==> src/rtl/nes_dma_pkg.sv <==
// Shared types and constants for the NES sprite (OAM) DMA controller.
// Optional build macro: OAM_DMA_PARITY_ALIGN_EN (enables APU-parity alignment).
package nes_dma_pkg;

  typedef enum logic [2:0] {
    IDLE  = 3'd0,
    HALT  = 3'd1,
    ALIGN = 3'd2,
    READ  = 3'd3,
    WRITE = 3'd4
  } dma_state_t;

  localparam logic [15:0] OAM_DMA_REG  = 16'h4014;
  localparam logic [15:0] OAM_DATA_REG = 16'h2004;
  localparam int          DMA_XFER_LEN = 256;

endpackage

==> src/rtl/apu_cyc_parity.sv <==
// Free-running APU cycle parity flop; kept separate so the APU can share it.
// Built only when OAM_DMA_PARITY_ALIGN_EN is defined.
`ifdef OAM_DMA_PARITY_ALIGN_EN
module apu_cyc_parity (
  input  logic clk_i,
  input  logic rst_n_i,
  output logic odd_o
);

  logic odd_q;

  // Toggle every clock; reset puts the phase back to even.
  always_ff @(posedge clk_i) begin
    if (!rst_n_i) odd_q <= 1'b0;
    else          odd_q <= ~odd_q;
  end

  assign odd_o = odd_q;

endmodule
`endif

==> src/rtl/oam_dma_ctl.sv <==
// Sprite DMA controller: a write to the trigger register halts the CPU and
// copies one 256-byte page into PPU OAM via the OAM data port.
// Optional build macro: OAM_DMA_PARITY_ALIGN_EN (adds ALIGN state so READs
// land on even APU cycles; without it HALT goes straight to READ).
module oam_dma_ctl
  import nes_dma_pkg::*;
#(
  parameter logic [15:0] DMA_REG_ADDR  = OAM_DMA_REG,
  parameter logic [15:0] OAM_DATA_ADDR = OAM_DATA_REG,
  parameter int          XFER_LEN      = DMA_XFER_LEN
) (
  input  logic        clk_i,
  input  logic        b_rst_i,
  input  logic [15:0] cpu_addr_i,
  input  logic        cpu_wr_i,
  input  logic [7:0]  cpu_dout_i,
  input  logic        cpu_halted_i,
  input  logic [7:0]  bus_din_i,
  output logic        dma_bflg_o,
  output logic [7:0]  dma_by_o,
  output logic [15:0] bus_addr_o,
  output logic        bus_rd_o,
  output logic        bus_wr_o,
  output logic [7:0]  bus_dout_o,
  output logic        dma_done_o
);

  localparam logic [7:0] LAST_BY = 8'(XFER_LEN - 1);

  dma_state_t  state_q;
  logic [7:0]  page_q, data_q, by_q, dout_q;
  logic [15:0] addr_q;
  logic        bflg_q, rd_q, wr_q, done_q;
  logic        trig;
  logic [7:0]  nxt_by;

`ifdef OAM_DMA_PARITY_ALIGN_EN
  logic apu_odd;

  apu_cyc_parity u_parity (
    .clk_i   (clk_i),
    .rst_n_i (b_rst_i),
    .odd_o   (apu_odd)
  );
`endif

  assign trig   = cpu_wr_i && (cpu_addr_i == DMA_REG_ADDR);
  // Byte index wraps within the page; it never carries into page_q.
  assign nxt_by = by_q + 8'd1;

  // Transfer FSM; outputs are registered for the state being entered.
  always_ff @(posedge clk_i) begin
    if (!b_rst_i) begin
      state_q <= IDLE;
      page_q  <= '0;
      data_q  <= '0;
      by_q    <= '0;
      bflg_q  <= 1'b0;
      rd_q    <= 1'b0;
      wr_q    <= 1'b0;
      addr_q  <= '0;
      dout_q  <= '0;
      done_q  <= 1'b0;
    end else begin
      rd_q   <= 1'b0;
      wr_q   <= 1'b0;
      addr_q <= '0;
      dout_q <= '0;
      done_q <= 1'b0;
      unique case (state_q)
        IDLE: begin
          if (trig) begin
            page_q  <= cpu_dout_i;
            by_q    <= '0;
            bflg_q  <= 1'b1;
            state_q <= HALT;
          end
        end
        HALT: begin
          // Bus is ours only once the CU acknowledges the halt.
          if (cpu_halted_i) begin
`ifdef OAM_DMA_PARITY_ALIGN_EN
            if (apu_odd) begin
              state_q <= READ;
              rd_q    <= 1'b1;
              addr_q  <= {page_q, by_q};
            end else begin
              state_q <= ALIGN;
            end
`else
            state_q <= READ;
            rd_q    <= 1'b1;
            addr_q  <= {page_q, by_q};
`endif
          end
        end
`ifdef OAM_DMA_PARITY_ALIGN_EN
        ALIGN: begin
          state_q <= READ;
          rd_q    <= 1'b1;
          addr_q  <= {page_q, by_q};
        end
`endif
        READ: begin
          data_q  <= bus_din_i;
          state_q <= WRITE;
          wr_q    <= 1'b1;
          addr_q  <= OAM_DATA_ADDR;
          dout_q  <= bus_din_i;
        end
        WRITE: begin
          by_q <= nxt_by;
          if (by_q == LAST_BY) begin
            state_q <= IDLE;
            bflg_q  <= 1'b0;
            done_q  <= 1'b1;
          end else begin
            state_q <= READ;
            rd_q    <= 1'b1;
            addr_q  <= {page_q, nxt_by};
          end
        end
        default: begin
          state_q <= IDLE;
          bflg_q  <= 1'b0;
        end
      endcase
    end
  end

  assign dma_bflg_o = bflg_q;
  assign dma_by_o   = by_q;
  assign bus_addr_o = addr_q;
  assign bus_rd_o   = rd_q;
  assign bus_wr_o   = wr_q;
  assign bus_dout_o = dout_q;
  assign dma_done_o = done_q;

endmodule

==> config.mk <==
export PLATFORM = sky130hd
export DESIGN_NAME = oam_dma_ctl
export DESIGN_NICKNAME = d
export VERILOG_FILES = /design/src/rtl/nes_dma_pkg.sv /design/src/rtl/apu_cyc_parity.sv /design/src/rtl/oam_dma_ctl.sv
export SDC_FILE = /design/constraint.sdc
export NUM_CORES = 1
export LEC_CHECK = 0
export ABC_CLOCK_PERIOD_IN_PS = 2320
export CORE_ASPECT_RATIO = 1.2
export CORE_MARGIN = 2
export CORE_UTILIZATION = 35
export DETAILED_ROUTE_END_ITERATION = 8
export PLACE_DENSITY = 0.78
export REMOVE_ABC_BUFFERS = 1
export SLEW_MARGIN = 20
export SYNTH_ARGS = -nofsm -noshare
export SYNTH_HDL_FRONTEND = slang
export SYNTH_SLANG_ARGS = --single-unit
==> constraint.sdc <==
create_clock -name clk_i -period 2.32 [get_ports clk_i]
set_input_delay 0.696 -clock clk_i [delete_from_list [all_inputs] [get_ports clk_i]]
set_output_delay 0.696 -clock clk_i [all_outputs]
set_load 0.02 [all_outputs]
# ---- Word level (Yosys, flattened, before mapping)
# Cells that the tools add are included.
dict set report op_classes {
  n_addsub 1
  n_eq_ne 8
  mux 17
  n_bitwise 1
  n_reduce_logical 10
}
# operator n
set ops {}
lappend ops {{one-hot mux 16 bit (3 select lines)} 1}
lappend ops {{two-way mux 16 bit} 2}
lappend ops {{== test 16 x 15 -> 1 bit (second input constant)} 1}
lappend ops {{one-hot mux 8 bit (2 select lines)} 1}
lappend ops {{one-hot mux 3 bit (4 select lines)} 1}
lappend ops {{AND reduction 2 bit} 5}
lappend ops {{adder 8 x 1 -> 8 bit (second input constant)} 1}
lappend ops {{== test 8 bit (second input constant)} 1}
lappend ops {{two-way mux 8 bit} 1}
lappend ops {{two-way mux 1 bit} 6}
lappend ops {{two-way mux 3 bit} 2}
lappend ops {{inequality test 2 bit (second input constant)} 3}
lappend ops {{== test 3 x 1 -> 1 bit (second input constant)} 1}
lappend ops {{== test 3 x 2 -> 1 bit (second input constant)} 1}
lappend ops {{== test 3 bit (second input constant)} 1}
lappend ops {{zero test 3 bit} 1}
lappend ops {{one-hot mux 1 bit (3 select lines)} 1}
lappend ops {{AND reduction 3 bit} 1}
lappend ops {{two-way mux 2 bit} 1}
lappend ops {{one-hot mux 1 bit (2 select lines)} 1}
lappend ops {{nonzero test 2 bit} 1}
lappend ops {{OR reduction 2 bit} 1}
lappend ops {{logical AND 1 bit} 1}
lappend ops {{inverter 1 bit} 1}
dict set report totals {
  register_bits 47
  in_bits 36
  output_inout_bits 36
  word_cells 46
}

# ---- Longest topological paths before layout
# Gate-level depths: netlist of the first run.
dict set report logic_depth {
  depth_word 4
  mapped_depth 6
  depth_no_buf 5
}

# ---- Worst setup path after synthesis of the first run
# No wires, ideal clock.
dict set report synth_timing {
  path_type {input port to flip-flop}
  start {input cpu_addr_i[1]}
  end {register by_q[5] (netlist: dma_by_o[5])}
  setup_ps 139
  t_arrival_ps 2106
  t_required_ps 2181
  path_slack_ps 75
  cell_stages 5
  n_path_buf 1
  path_cell_list {or4_1 or4_4 buf_6 o21ai_4 a311oi_1}
}
dict set report synth_via {
  elab_chain_len 4
}
# item line_no
set synth_lines {}
lappend synth_lines {{from (decl)} oam_dma_ctl.sv:14} ;# input logic [15:0] cpu_addr_i,
lappend synth_lines {{== test 16 x 15 -> 1 bit} oam_dma_ctl.sv:47} ;# assign trig = cpu_wr_i && (cpu_addr_i == DMA_REG_ADDR);
lappend synth_lines {{logical AND 1 bit} oam_dma_ctl.sv:47}
lappend synth_lines {{inequality test 2 bit (no source line)} --}
lappend synth_lines {{AND reduction 2 bit (no source line)} --}
lappend synth_lines {{to (signal assigned)} oam_dma_ctl.sv:112} ;# by_q <= nxt_by;
lappend synth_lines {{to (decl)} oam_dma_ctl.sv:31} ;# logic [7:0] page_q, data_q, by_q, dout_q;
# No other way between the ends.
# A chain may end at the register's enable or synchronous reset.

# ---- Worst setup path after layout of the first run
# Ends and elaborated chain as after synthesis.

==> qor.csv, run 1 <==
metric;value;unit
seq_area_frac_synth;51.0;%
synth_edf_count;0;
avgRoutedWirePerCell;14.3;um
io_buffers;71;
synthAdderAreaFrac;0.678;%
gr-usage-met2;29.1;%
synth_top_family_by_area;simple AND/OR/NAND/NOR gates;
grt_util_met1;20.4;%
period_share;98.0;%
yosys.area_share.xor_xnor;0.950;%
io_pins;72;
hold_class;reg -> reg;
critPathKind;in -> reg;
met3_usage;3.14;%
rsz0062_at_grt;false;
grt_max_degree;15;
overflow;0;
layoutNonFillerInstCount;343;
yosys_register_bits;47;
dp.cells;334;
drive_gt1_share;12.0;%
synth_top_area_share;51.0;%
critPathMaxFanout;5;
drt_wl_total;4.90;mm
maxCapViolCount;0;
cts.clk_slew.worst_paths;0.09;ns
cp.arrival;2.43;ns
status;complete, no violations;
dieWidth;70.3;um
dp_hpwl;3.43;mm
slew-limit-headroom;55.7;%
async_flop_share;0;%
synth-compound-area-share;18.4;%
endpoint_kind;flop;
vias;1820;
antenna_left;0;
p_per_area;480;mW/mm^2
grt_pass1_wl;8.01;mm
start_kind;input pin;
initial_core_util;36.8;%
critPathRequiredTime;2.48;ns
cts_buffer_depth;2;
yosysWarnings;0;
fp.coreArea;0.00501;sq mm
ir_drop;270;uV
area_delta_synth_final;52.7;%
antenna_found_initial;0;
avgViaCountPerCell;5.31;
fillers;448;
final_common_cell;clkdlybuf4s50_1;
finalCriticalPeriod;2.27;ns
yosys-top-cells-area;dfxtp_1, and2_1, a21oi_1;
hold_viol;0;
cts_tree;built;
core.rowCount;28;
finalNetCount;320;
min_path_cells;1;
setup_viol;0;
worst_pin_slew;0.661;ns
yosysTopAreaCell;dfxtp_1;
grt.total_usage;17.1;%
p_leak;1.01;nW
drv_slew;0;
dieArea;0.00587;sq mm
r2r_cells;4;
grt_most_used_layer;met2;
die_y;83.5;um
first_global_vias;1741;
holdBufCountCts;0;
pre_cts_ws;-0.387;ns
numCtsBuffers;5;
postSynthAreaPerCell;9.13;sq um
synthFlopType;dfxtp_1;
cts-root-buf;clkbuf_8;
drc;0;
synth_area;0.00184;sq mm
syn-instance-count;202;
clk_latency;0.30;ns
ys_types;40;
fin_skew;0.0123;ns
fmax;0.440;GHz
drtPass1Iterations;5;
muxShareOfSynthArea;0.543;%
layout_common_cells;clkdlybuf4s50_1, dfxtp_1, a21oi_1;
synth-simple-area-share;23.9;%
cts.sinks;47;
htree_levels;2;
gp_congestion;0.801;
drt_iter0_drc;113;
setup_slack;0.0463;ns
antenna_cells;0;
[critical path, stage by stage]
cell and delay, ns:
clkdlybuf4s50_1 0.41, or4_4 0.44, or4_4 0.49, o21ai_4 0.27, a311oi_1 0.12
[metal layers]
metal	up-vias	wire length, um
met4	0	146
met2	81	2420
li1	894	-
met5	-	0
met3	11	312
met1	834	2030
[worst paths after layout]
check             slack, ns     startpoint             to
setup / recovery       0.05  cpu_addr_i[1]    dma_by_o[5]
hold / removal         0.46      page_q[0]  bus_addr_o[8]
setup reg to reg       0.36     state_q[2]    dma_by_o[5]
hold reg to reg        0.46      page_q[0]  bus_addr_o[8]
[repair_timing]
| action | in CTS | in global routing |
|---|---|---|
| pin swaps | 6 | 4 |
| setup endpoints to repair | 7 | 6 |
| hold endpoints to repair | 0 | 0 |
| gates resized for setup | 9 | 3 |
| setup buffers | 0 | 1 |
| gates cloned | 1 | 0 |
[kinds of logic (layout without fill, tap and decap cells)]
group / Yosys count / in the layout
adders and majority gates: 1 / 1
buffers and inverters: 19 / 99
and+or+nand+nor: 77 / 78
muxes: 1 / 1
AOI/OAI and AO/OA: 55 / 55
DFF: 47 / 47
xor gates and xnor gates: 2 / 2
[registers in the layout (all words and copies together) (netlist names)]
name / count
dma_by_o: 8
dma_done_o: 1
bus_wr_o: 1
dma_bflg_o: 1
bus_addr_o: 16
state_q: 3
page_q: 8
bus_dout_o: 8
bus_rd_o: 1
[area by class of cell]
class	instances	area [sq um]	share of cell area [%]
sequential	47	941	33.4
multi-input combinational	137	865	30.7
timing repair buffer	88	838	29.8
tap	60	75.1	2.67
clock buffer	5	68.8	2.44
inverter	4	15.0	0.533
clock inverter	2	13.8	0.489
[report_power, final]
| group | internal (W) | leakage, nW | switching [W] |
|---|---|---|---|
| clock network | 0.000206 | 0.0440 | 0.000261 |
| logic | 0.0000560 | 0.589 | 0.0000226 |
| registers | 0.000806 | 0.378 | 0.00000000117 |
[per-stage QoR]
stage	util (%)	hold slack [ns]	power (W)	area (sq um)	TNS [ns]
2_1_floorplan	-	0.423	0.000832	1780	-3.38
3_3_place_gp	53.6	0.439	0.000900	2690	-4.74
3_5_place_dp	53.6	0.437	0.000901	2690	-5.26
4_1_cts	55.8	0.458	0.00136	2800	0
5_1_grt	56.2	0.492	0.00140	2820	0
6_report	56.2	0.457	0.00135	2820	0
[cells in the mapped netlist (2+ instances only)]
master	instances
dfxtp_1	47
a21oi_1	18
and2_1	16
nand2_1	15
clkbuf_1	12
o21ai_0	12
nand4_1	9
nor2_1	9
nand3_1	8
a31oi_1	5
inv_1	4
o21a_1	4
o21ai_1	4
or3_1	4
and3_1	3
or4_1	3
a211oi_1	2
and4_1	2
nand4bb_1	2
o2111ai_1	2
xor2_1	2
Note: power is estimated with default switching activity, not from simulation.
==> inputs of run 2 (changes only) <==
--- a/config.mk
+++ b/config.mk
@@ -12,7 +12,6 @@
 export DETAILED_ROUTE_END_ITERATION = 8
 export PLACE_DENSITY = 0.78
 export REMOVE_ABC_BUFFERS = 1
-export SLEW_MARGIN = 20
 export SYNTH_ARGS = -nofsm -noshare
 export SYNTH_HDL_FRONTEND = slang
 export SYNTH_SLANG_ARGS = --single-unit
==> results of run 2 <==
Final layout, timing and power as in run 1 (identical DEF).
